`src/rtl/wide_add_pkg.sv`:
```
// Shared definitions for the byte-serial wide adder controller.
// Holds the controller state encoding and the latency of the companion
// 8-bit pipelined adder, so both sides of the interface agree on timing.
package wide_add_pkg;

   // Controller states; the encoding is fixed because other blocks decode it.
   typedef enum logic [1:0] {
      ST_IDLE  = 2'd0,
      ST_ISSUE = 2'd1,
      ST_WAIT  = 2'd2,
      ST_DONE  = 2'd3
   } state_t;

   // Issue-to-result latency of pipe_adder_8bit, in cycles.
   localparam int ADDER_LAT = 5;

endpackage

```
`src/rtl/wide_add_seq.sv`:
```
// Purpose : adds two W-bit operands plus carry-in, one byte slice at a time,
//           through an external 8-bit pipelined adder (pipe_adder_8bit).
// Latency : NB*(LAT+1)+1 cycles from the accepting edge to the Done pulse.
// Backpressure: none; Start is only looked at in IDLE, so a requester must
//           hold or re-assert it until Busy shows the request was taken.
//
// Ports:
//   Clk, Rst        clock, asynchronous active-high reset
//   Start           request, sampled in IDLE only
//   A, B, Cin       operands and carry-in, captured on the accepting edge
//   X, Y, AddCin    byte operands / carry-in to the adder (0 outside ISSUE)
//   Sum, Cout       adder result, sampled only in the capture cycle
//   Busy            high while a byte is being issued or awaited
//   Done            one-cycle pulse when R/Co are valid
//   R, Co           assembled W-bit sum and final carry-out
module wide_add_seq
   import wide_add_pkg::*;
#(
   parameter int W   = 32,
   parameter int LAT = ADDER_LAT
) (
   input  logic         Clk,
   input  logic         Rst,
   input  logic         Start,
   input  logic [W-1:0] A,
   input  logic [W-1:0] B,
   input  logic         Cin,
   output logic [7:0]   X,
   output logic [7:0]   Y,
   output logic         AddCin,
   input  logic [7:0]   Sum,
   input  logic         Cout,
   output logic         Busy,
   output logic         Done,
   output logic [W-1:0] R,
   output logic         Co
);

   localparam int NB = W / 8;
   localparam int KW = (NB > 1) ? $clog2(NB) : 1;
   localparam int CW = (LAT > 1) ? $clog2(LAT) : 1;

   localparam logic [KW-1:0] K_LAST   = KW'(NB - 1);
   localparam logic [CW-1:0] CNT_LOAD = CW'(LAT - 1);

   state_t                  state;
   logic [KW-1:0]           k;       // byte slice currently in flight
   logic [CW-1:0]           cnt;     // cycles left until the adder result
   logic [NB-1:0][7:0]      a_q;
   logic [NB-1:0][7:0]      b_q;
   logic [NB-1:0][7:0]      r_q;
   logic [KW-1:0]           k_nxt;

   assign k_nxt = k + 1'b1;
   assign R     = r_q;

   // X/Y/AddCin are registered: they are loaded on the edge that enters
   // ISSUE and fall back to zero on every other edge, so the adder sees
   // clean zeros in all non-issue cycles.
   // The carry into byte k+1 is taken straight from Cout on the capture
   // edge of byte k, which is the same value a separately stored carry
   // would hold one cycle later.
   always_ff @(posedge Clk or posedge Rst) begin
      if (Rst) begin
         state  <= ST_IDLE;
         k      <= '0;
         cnt    <= '0;
         a_q    <= '0;
         b_q    <= '0;
         r_q    <= '0;
         X      <= '0;
         Y      <= '0;
         AddCin <= 1'b0;
         Busy   <= 1'b0;
         Done   <= 1'b0;
         Co     <= 1'b0;
      end else begin
         X      <= '0;
         Y      <= '0;
         AddCin <= 1'b0;
         Done   <= 1'b0;

         case (state)
            ST_IDLE: begin
               if (Start) begin
                  a_q    <= A;
                  b_q    <= B;
                  k      <= '0;
                  X      <= A[7:0];
                  Y      <= B[7:0];
                  AddCin <= Cin;
                  Busy   <= 1'b1;
                  state  <= ST_ISSUE;
               end
            end

            ST_ISSUE: begin
               cnt   <= CNT_LOAD;
               state <= ST_WAIT;
            end

            ST_WAIT: begin
               if (cnt == '0) begin
                  r_q[k] <= Sum;
                  if (k == K_LAST) begin
                     Co    <= Cout;
                     Busy  <= 1'b0;
                     Done  <= 1'b1;
                     state <= ST_DONE;
                  end else begin
                     k      <= k_nxt;
                     X      <= a_q[k_nxt];
                     Y      <= b_q[k_nxt];
                     AddCin <= Cout;
                     state  <= ST_ISSUE;
                  end
               end else begin
                  cnt <= cnt - 1'b1;
               end
            end

            ST_DONE: begin
               state <= ST_IDLE;
            end

            default: begin
               state <= ST_IDLE;
            end
         endcase
      end
   end

endmodule

```
`config.mk`:
```
export PLATFORM = sky130hd
export DESIGN_NAME = wide_add_seq
export DESIGN_NICKNAME = d
export VERILOG_FILES = /design/src/rtl/wide_add_pkg.sv /design/src/rtl/wide_add_seq.sv
export SDC_FILE = /design/constraint.sdc
export NUM_CORES = 1
export LEC_CHECK = 0
export ABC_CLOCK_PERIOD_IN_PS = 6300
export CAP_MARGIN = 20
export CORE_MARGIN = 2
export CORE_UTILIZATION = 53
export DETAILED_ROUTE_END_ITERATION = 8
export HOLD_SLACK_MARGIN = 0.06
export PLACE_DENSITY_LB_ADDON = 0.3
export SETUP_SLACK_MARGIN = 0.4
export SLEW_MARGIN = 20
export SYNTH_ARGS = -nofsm -noshare
export SYNTH_HDL_FRONTEND = slang
export SYNTH_SLANG_ARGS = --single-unit
```
`constraint.sdc`:
```
create_clock -name Clk -period 6.3 [get_ports Clk]
set_input_delay 0.945 -clock Clk [delete_from_list [all_inputs] [get_ports Clk]]
set_output_delay 0.945 -clock Clk [all_outputs]
set_load 0.005 [all_outputs]
```
==> flow_summary_export.csv, run 1 <==
group,metric,value,unit
timing,tightestPinTransition,0.970,ns
clocking,h_tree_depth,4,
critical_path,worst-endpoint-required,6.68,ns
global_route,grtUsageMet1,25.5,%
drt,drcViolationCount,0,
power_and_ir_drop,irDropWorstVdd,0.000240,V
finish,num_antenna_cells,0,
finish,fin_area,0.00712,sq mm
finish,final-instance-count-excl-fill,592,
power_and_ir_drop,pwr_density_cell,475,mW/mm^2
finish,layout.cells.most_common,"sky130_fd_sc_hd__clkdlybuf4s50_1",
synthesis,yosysUniqueCellTypes,29,
drt,num_vias,3154,
timing,sum_of_negative_setup_slack,0,ns
timing,setup_viol_count_final,0,
synthesis,synthFlopType,"sky130_fd_sc_hd__dfrtp_1",
synthesis,postSynthRegisterBits,123,
clocking,post_cts_hold_buffer_count,0,
global_route,first_global_vias,3397,
global_route,grt_pass1_wl,17.1,mm
place,dpl-instance-area,0.00650,sq mm
timing,maxSlewViolCount,0,
clocking,clkTransAtPathRegs,0.06,ns
clocking,cell_at_the_root_of_the_clock_tree,"sky130_fd_sc_hd__clkbuf_8",
place,place_hpwl,7.07,mm
critical_path,cp-start-kind,"input pin",
floorplan,pin_count,129,
global_route,antenna_violations_before_repair,0,
drt,drtIter0Drc,120,
drt,firstDrtPassIters,4,
place,numPortBuffers,128,
synthesis,synth.net_count,401,
clocking,resized_after_cts,0,
status,run_status,"finished, final reports clean",
timing,clock-skew-final,0.00757,ns
floorplan,placement_rows,35,
hold_path,worst_hold_path_type,"flop to flop",
clocking,clk-insertion-delay-late,0.50,ns
synthesis,ys.warnings.count,0,
synthesis,seq_area_frac_synth,59.7,%
floorplan,die_width,103,um
place,placedCellCount,560,
global_route,groute.layer.met2.usage,39.2,%
critical_path,crit_path_max_fanout,83,
job,max_cap_violations,0,
floorplan,chipHeight,103,um
floorplan,core_area,0.00933,sq mm
global_route,gr-total-overflow,0,
timing,max-slew-margin-rel,35.3,%
synthesis,synth_async_sr_flop_share,100,%
timing,report.final.hold_viol_count,0,
synthesis,synth.cell_area,0.00516,sq mm
timing,final.setup.worst_slack,3.86,ns
power_and_ir_drop,total_power,0.00338,W
clocking,cts_tree,"done",
synthesis,edff_count_synth,0,
clocking,postCtsSetupRepairBufs,0,
global_route,maximum_number_of_pins_on_one_net_before_global_route_repair,84,
drt,detail-route-antenna-nets,0,
finish,nNetsFinal,533,
clocking,clk_path_buf_depth,2,
clocking,cts.sinks,123,
timing,final_period_minus_worst_setup_slack,2.44,ns
drt,drt-wirelength-per-cell,18.0,um
critical_path,worst_ep_arrival_time,2.82,ns
drt,total_routed_wirelength,10.7,mm
floorplan,start_util,55.3,%
floorplan,design.die.area,0.0105,sq mm
finish,flow.area_growth_from_synthesis,38.0,%
global_route,grt.busiest_layer,"met2",
drt,avgViaCountPerCell,5.33,
global_route,track_usage,22.1,%
timing,setup_repair_after_global_routing_missed_its_margin,"no",
power_and_ir_drop,p_leak,2.98,nW
timing,final_min_period_over_clock_period,38.7,%
global_route,groute.layer.met3.usage,6.64,%
timing,timing.fmax,410,MHz
place,gp_routability_congestion,0.768,
synthesis,synth_cells,318,
synthesis,post_synthesis_mean_instance_area,16.2,sq um
clocking,cts_inserted_buffers,17,
finish,layout-drive-gt1-share,33.3,%
place,place_ws,3.37,ns
critical_path,timing.setup.critical_path_class,"input pin to flop",
finish,layout_common_cells,"128 x sky130_fd_sc_hd__clkdlybuf4s50_1, 123 x sky130_fd_sc_hd__dfrtp_1, 89 x sky130_fd_sc_hd__mux2_2",
critical_path,r2r_slack,3.89,ns
critical_path,worstSetupEndpointType,"flop",
==> layout make-up <==
| cell class | count | area [sq um] |
|---|---|---|
| flip-flops and latches | 123 | 3080 |
| clock buffers | 22 | 473 |
| well taps | 129 | 161 |
| multi-input cells | 169 | 1930 |
| repair buffers | 131 | 1300 |
| clock inverters | 10 | 139 |
| fillers | 601 | 2210 |
| inverters | 8 | 32.5 |
==> kinds of logic after synthesis <==
family / share of synthesized area (%)
AOI/OAI and AO/OA: 4.68
and+or+nand+nor: 2.35
DFF: 59.7
adders and majority gates: 1.46
buffers and inverters: 3.06
muxes: 28.8
==> critical path, cell delays in order <==
cell and delay [ns]:
sky130_fd_sc_hd__clkdlybuf4s50_1 0.45, sky130_fd_sc_hd__nand2b_1 0.11, sky130_fd_sc_hd__nor2_4 0.09, sky130_fd_sc_hd__buf_4 0.73, sky130_fd_sc_hd__mux2_2 0.42
==> through the flow <==
| step | hold slack [ns] | util, % |
|---|---|---|
| final | 0.477 | 76.3 |
| after global routing | 0.509 | 76.3 |
| after CTS | 0.482 | 76.3 |
| after detailed placement | 0.475 | 69.7 |
| after global placement | 0.485 | 69.7 |
| after floorplan | 0.474 | - |
==> path summary, 6_finish.rpt <==
path	start	end	depth (start not counted)
worst max-delay path	Start	a_q[15]	5
worst min-delay path	Busy	Busy	1
worst max register to register	k[0]	Y[7]	5
worst min register to register	Busy	Busy	1
max in group asynchronous	Rst	a_q[0]	3
min in group asynchronous	Rst	R[29]	2
==> per-layer routing <==
layer | wire length [um] | part of all wire [%]
met4 | 122 | 1.1
met3 | 646 | 6.1
met5 | 0 | 0
met1 | 4260 | 40
met2 | 5640 | 53
==> sequential cells by signal, summed over array words and instances, names as in the netlist <==
name,count
state,2
Co,1
b_q,32
R,32
Y,8
Busy,1
cnt,3
a_q,32
Done,1
k,2
X,8
AddCin,1
==> power breakdown <==
group          internal, W  switching [W]  leakage, nW
Sequential         0.00113       0.000181         1.47
Clock             0.000644       0.000336        0.289
Combinational     0.000714       0.000380         1.22
Total              0.00248       0.000898         2.98
==> cells in the mapped netlist (all sizes together) (2+ instances only) <==
cell type  count  share of area, %
a21oi          3              0.29
a22o          17               2.9
a2bb2oi        2              0.34
buf           16               2.3
clkbuf         2              0.17
dfrtp        123                60
ha             6               1.5
inv            8              0.58
mux2          97                22
mux4          16               7.0
nand2          6              0.63
nand2b         3              0.36
nor2           3              0.27
nor2b          4              0.49
o21ai          2              0.19
o22ai          3              0.36
No activity file was read; power rests on OpenSTA's default activity.
==> run 2, diff against run 1 <==
ABC_CLOCK_PERIOD_IN_PS = 2420   (was 6300)
CORE_UTILIZATION = 49   (was 53)
clock period = 2.42 ns   (was 6.3 ns; I/O delays follow)
==> flow_summary_export.csv, run 2 (same netlist as run 1, synthesis figures left out) <==
group,metric,value,unit
status,run_status,"finished, final reports clean",
timing,clock-skew-final,0.0124,ns
critical_path,r2r_slack,0.58,ns
power_and_ir_drop,clock_power_share,28.4,%
finish,nNetsFinal,536,
critical_path,timing.setup.critical_path_class,"flop to flop",
clocking,postCtsSetupRepairBufs,0,
timing,final_period_minus_worst_setup_slack,1.84,ns
finish,flow.area_growth_from_synthesis,38.7,%
drt,detail-route-antenna-nets,0,
power_and_ir_drop,power_frac_seq,38.9,%
timing,tightestPinTransition,0.632,ns
critical_path,worst-endpoint-required,2.80,ns
clocking,clk-insertion-delay-late,0.50,ns
job,max_cap_violations,0,
drt,drcViolationCount,0,
place,gp_routability_congestion,0.742,
timing,final_min_period_over_clock_period,76.1,%
clocking,cts.sinks,123,
place,numPortBuffers,128,
timing,timing.fmax,543,MHz
clocking,clkTransAtPathRegs,0.06,ns
finish,layout_common_cells,"128 x sky130_fd_sc_hd__clkdlybuf4s50_1, 123 x sky130_fd_sc_hd__dfrtp_1, 89 x sky130_fd_sc_hd__mux2_2",
floorplan,pin_count,129,
global_route,antenna_violations_before_repair,0,
global_route,gr-total-overflow,0,
floorplan,chipHeight,107,um
clocking,h_tree_depth,4,
place,place_ws,0.445,ns
finish,fillers,727,
place,dpl-instance-area,0.00656,sq mm
finish,fin_area,0.00715,sq mm
clocking,cell_at_the_root_of_the_clock_tree,"sky130_fd_sc_hd__clkbuf_8",
finish,num_antenna_cells,0,
timing,maxSlewViolCount,0,
hold_path,worst_hold_path_type,"input pin to asynchronous set/reset pin",
floorplan,core_area,0.0103,sq mm
clocking,cts_inserted_buffers,17,
power_and_ir_drop,share_comb_of_total_power,32.7,%
global_route,grt_pass1_wl,16.6,mm
drt,num_vias,3151,
drt,firstDrtPassIters,4,
timing,final.setup.worst_slack,0.579,ns
power_and_ir_drop,total_power,0.00873,W
floorplan,die_width,107,um
drt,avgViaCountPerCell,5.23,
timing,setup_repair_after_global_routing_missed_its_margin,"no",
timing,max-slew-margin-rel,57.8,%
critical_path,worst_ep_arrival_time,2.22,ns
finish,layout-drive-gt1-share,33.7,%
critical_path,r2r_cells,5,
floorplan,start_util,50.2,%
power_and_ir_drop,irDropWorstVdd,0.000642,V
floorplan,placement_rows,37,
clocking,clk_path_buf_depth,2,
timing,report.final.hold_viol_count,0,
global_route,maximum_number_of_pins_on_one_net_before_global_route_repair,124,
power_and_ir_drop,pwr_density_cell,1220,mW/mm^2
clocking,cts_tree,"done",
critical_path,timing.rr.end,"R[14]",
place,place_hpwl,6.73,mm
power_and_ir_drop,p_leak,3.01,nW
drt,drt-wirelength-per-cell,16.7,um
critical_path,cp-start-kind,"flop",
clocking,post_cts_hold_buffer_count,0,
floorplan,design.die.area,0.0114,sq mm
critical_path,worstSetupEndpointType,"flop",
timing,setup_viol_count_final,0,
power_and_ir_drop,internal_power,0.00634,W
critical_path,crit_path_max_fanout,8,
global_route,track_usage,19.0,%
drt,total_routed_wirelength,10.1,mm
finish,layout.cells.most_common,"sky130_fd_sc_hd__clkdlybuf4s50_1",
power_and_ir_drop,switching_share,27.4,%
global_route,first_global_vias,3371,
power_and_ir_drop,power.net_switching,0.00239,W
critical_path,worst_r2r_startpoint,"cnt[0]",
drt,drtIter0Drc,92,
clocking,resized_after_cts,0,
timing,sum_of_negative_setup_slack,0,ns
run 2: changes by cell type in the layout (fill, tap and decap cells not counted):
cell                        previous run  this run
sky130_fd_sc_hd__nand2_2               4         3
sky130_fd_sc_hd__nand2_4               0         1
sky130_fd_sc_hd__inv_4                 1         0
sky130_fd_sc_hd__buf_12                0         2
sky130_fd_sc_hd__bufinv_16             3         2
sky130_fd_sc_hd__inv_6                 0         6
sky130_fd_sc_hd__inv_8                 0         1
sky130_fd_sc_hd__buf_4                 3         4
sky130_fd_sc_hd__clkinv_2              2         0
sky130_fd_sc_hd__clkbuf_8              5         2
run 2: metal layers:
| layer | vias to the layer above | track usage, % | wire [um] |
|---|---|---|---|
| met4 | 0 | 7.61 | 141 |
| li1 | 1450 | - | - |
| met1 | 1575 | 24.3 | 4250 |
| met3 | 14 | 5.23 | 593 |
| met5 | - | 0 | 0 |
| met2 | 112 | 31.0 | 5070 |
run 2: critical path, stage by stage, from the launching register on:
cell,delay [ns]
sky130_fd_sc_hd__dfrtp_1,0.39
sky130_fd_sc_hd__inv_1,0.11
sky130_fd_sc_hd__ha_1,0.25
sky130_fd_sc_hd__and4bb_1,0.40
sky130_fd_sc_hd__nand2_2,0.23
sky130_fd_sc_hd__mux2_2,0.33
run 2: worst max path at each step:
stage / start / endpoint
finish: cnt[0] / R[14]
global route: cnt[0] / R[14]
CTS: cnt[0] / Co
detailed placement: Start / a_q[6]
global placement: Start / a_q[6]
floorplan: k[0] / X[0]
run 2: layout make-up:
| class | instances | area [sq um] | area share, % |
|---|---|---|---|
| clock inverter | 13 | 155 | 2.17 |
| sequential | 123 | 3080 | 43.0 |
| inverter | 8 | 33.8 | 0.472 |
| timing repair buffer | 134 | 1350 | 18.9 |
| multi-input combinational | 169 | 1930 | 27.0 |
| clock buffer | 19 | 432 | 6.03 |
| tap | 136 | 170 | 2.38 |
run 2: power groups by stage:
| stage | Combinational [W] | Clock [W] | Sequential [W] |
|---|---|---|---|
| CTS | 0.00289 | 0.00252 | 0.00341 |
| detailed placement | 0.00287 | 0 | 0.00343 |
| global route | 0.00310 | 0.00263 | 0.00352 |
| finish | 0.00285 | 0.00248 | 0.00340 |
| global placement | 0.00278 | 0 | 0.00339 |
| floorplan | 0.00197 | 0 | 0.00329 |
run 2: per-stage QoR:
| stage | std cells | utilization (%) | hold WS (ns) |
|---|---|---|---|
| final | 602 | 69.6 | 0.396 |
| after detailed placement | 570 | 63.8 | 0.480 |
| after floorplan | 318 | - | 0.474 |
| after CTS | 602 | 69.6 | 0.429 |
| after global placement | 570 | 63.8 | 0.469 |
| after global routing | 602 | 69.6 | 0.459 |
==> run 3, diff against run 2 <==
ABC_CLOCK_PERIOD_IN_PS = 1600   (was 2420)
CORE_UTILIZATION = 44   (was 49)
clock period = 1.6 ns   (was 2.42 ns; I/O delays follow)
==> flow_summary_export.csv, run 3 (same netlist as run 1, synthesis figures left out) <==
group,metric,value,unit
drt,total_routed_wirelength,13.7,mm
timing,report.final.hold_viol_count,0,
drt,drt-wirelength-per-cell,20.2,um
power_and_ir_drop,p_leak,3.89,nW
finish,flow.area_growth_from_synthesis,61.7,%
floorplan,core_area,0.0114,sq mm
critical_path,crit_path_max_fanout,11,
floorplan,die_width,112,um
clocking,cts_tree,"done",
timing,final_min_period_over_clock_period,99.4,%
drt,avgViaCountPerCell,5.32,
clocking,cts_inserted_buffers,17,
floorplan,start_util,45.2,%
finish,layout-drive-gt1-share,57.2,%
critical_path,timing.setup.critical_path_class,"flop to flop",
clocking,clkTransAtPathRegs,0.06,ns
power_and_ir_drop,irDropWorstVdd,0.00102,V
clocking,clk-insertion-delay-late,0.41,ns
timing,clock-skew-final,0.00742,ns
global_route,first_global_vias,3978,
floorplan,pin_count,129,
global_route,maximum_number_of_pins_on_one_net_before_global_route_repair,67,
critical_path,worst_ep_arrival_time,1.88,ns
finish,nNetsFinal,603,
global_route,gr-total-overflow,0,
finish,fillers,723,
drt,drcViolationCount,0,
timing,final.setup.worst_slack,0.0103,ns
global_route,grt_pass1_wl,21.7,mm
timing,setup_viol_count_final,0,
place,numPortBuffers,128,
finish,final-instance-count-excl-fill,676,
hold_path,worst_hold_path_type,"input pin to asynchronous set/reset pin",
place,place_ws,-0.214,ns
critical_path,worst-endpoint-required,1.89,ns
timing,timing.fmax,629,MHz
timing,setup_repair_after_global_routing_missed_its_margin,"yes",
timing,tightestPinTransition,0.391,ns
place,gp_routability_congestion,0.756,
drt,num_vias,3597,
drt,firstDrtPassIters,4,
critical_path,worstSetupEndpointType,"flop",
place,place_hpwl,7.89,mm
clocking,clk_path_buf_depth,2,
floorplan,chipHeight,112,um
power_and_ir_drop,pwr_density_cell,1960,mW/mm^2
critical_path,r2r_cells,5,
timing,max-slew-margin-rel,74.0,%
finish,layout_common_cells,"122 x sky130_fd_sc_hd__dfrtp_1, 95 x sky130_fd_sc_hd__mux2_4, 76 x sky130_fd_sc_hd__clkdlybuf4s50_1",
timing,final_period_minus_worst_setup_slack,1.59,ns
finish,layout.cells.most_common,"sky130_fd_sc_hd__dfrtp_1",
clocking,h_tree_depth,4,
finish,fin_area,0.00834,sq mm
finish,num_antenna_cells,0,
critical_path,cp-start-kind,"flop",
global_route,antenna_violations_before_repair,0,
place,dpl-instance-area,0.00717,sq mm
finish,multi_input_comb_area,0.00249,sq mm
timing,maxSlewViolCount,0,
clocking,cell_at_the_root_of_the_clock_tree,"sky130_fd_sc_hd__clkbuf_16",
global_route,track_usage,22.4,%
drt,detail-route-antenna-nets,0,
power_and_ir_drop,total_power,0.0163,W
drt,drtIter0Drc,166,
place,placedCellCount,599,
floorplan,design.die.area,0.0126,sq mm
status,run_status,"finished, final reports clean",
finish,ff_latch_area,0.00308,sq mm
clocking,cts.sinks,123,
timing,sum_of_negative_setup_slack,0,ns
floorplan,placement_rows,39,
job,max_cap_violations,0,
## run 3: cell types whose count changed in the layout (fill, tap and decap cells not counted), sizes merged, moves of 2 or more
cell           change
buf              +116
clkdlybuf4s50     -52
inv                -7
bufbuf             +3
clkbuf             +3
clkinv             +2
## run 3: critical path, stage by stage, from the launching register on
cell and delay [ns]:
sky130_fd_sc_hd__dfrtp_1 0.42, sky130_fd_sc_hd__nand2b_4 0.17, sky130_fd_sc_hd__nor2_4 0.10, sky130_fd_sc_hd__buf_12 0.17, sky130_fd_sc_hd__bufbuf_16 0.30, sky130_fd_sc_hd__mux2_4 0.31
## run 3: area by class of cell
class / count / share of cell area (%)
multi-input cells: 169 / 29.9
clock inverters: 10 / 1.67
repair buffers: 201 / 23.0
flip-flops and latches: 123 / 36.9
clock buffers: 22 / 5.81
inverters: 8 / 0.495
well taps: 143 / 2.15
## run 3: what timing repair did
item	CTS	global route
gates resized for setup	248	31
gates cloned	6	0
setup endpoints to repair	174	126
pin swaps	11	15
hold buffers	0	0
setup buffers	34	5
## run 3: metrics by stage
step / hold WS [ns] / util (%)
after CTS: 0.319 / 71.4
after global routing: 0.337 / 73.0
after detailed placement: 0.489 / 62.8
final: 0.287 / 73.0
after floorplan: 0.373 / -
after global placement: 0.472 / 62.8
## run 3: metal layers
metal	vias to the layer above	GRT usage [%]	part of all wire, %
met1	1857	29.3	43
li1	1576	-	-
met3	29	5.18	5.1
met5	-	0	0
met4	0	9.67	2.2
met2	135	36.1	50
## run 3: where the power goes
group / internal [W] / total [W] / switching (W)
combinational: 0.00465 / 0.00710 / 0.00245
clock: 0.00261 / 0.00402 / 0.00140
sequential: 0.00444 / 0.00522 / 0.000778
total: 0.0117 / 0.0163 / 0.00463
## run 3: final timing paths
check | startpoint | endpoint | slack (ns)
max | state[1] | b_q[8] | 0.01
min | Rst | state[0] | 0.29
max reg2reg | state[1] | b_q[8] | 0.01
min reg2reg | b_q[3] | b_q[3] | 0.50
max in group asynchronous | Rst | R[9] | 0.97
min in group Clk | Cin | AddCin | 0.43
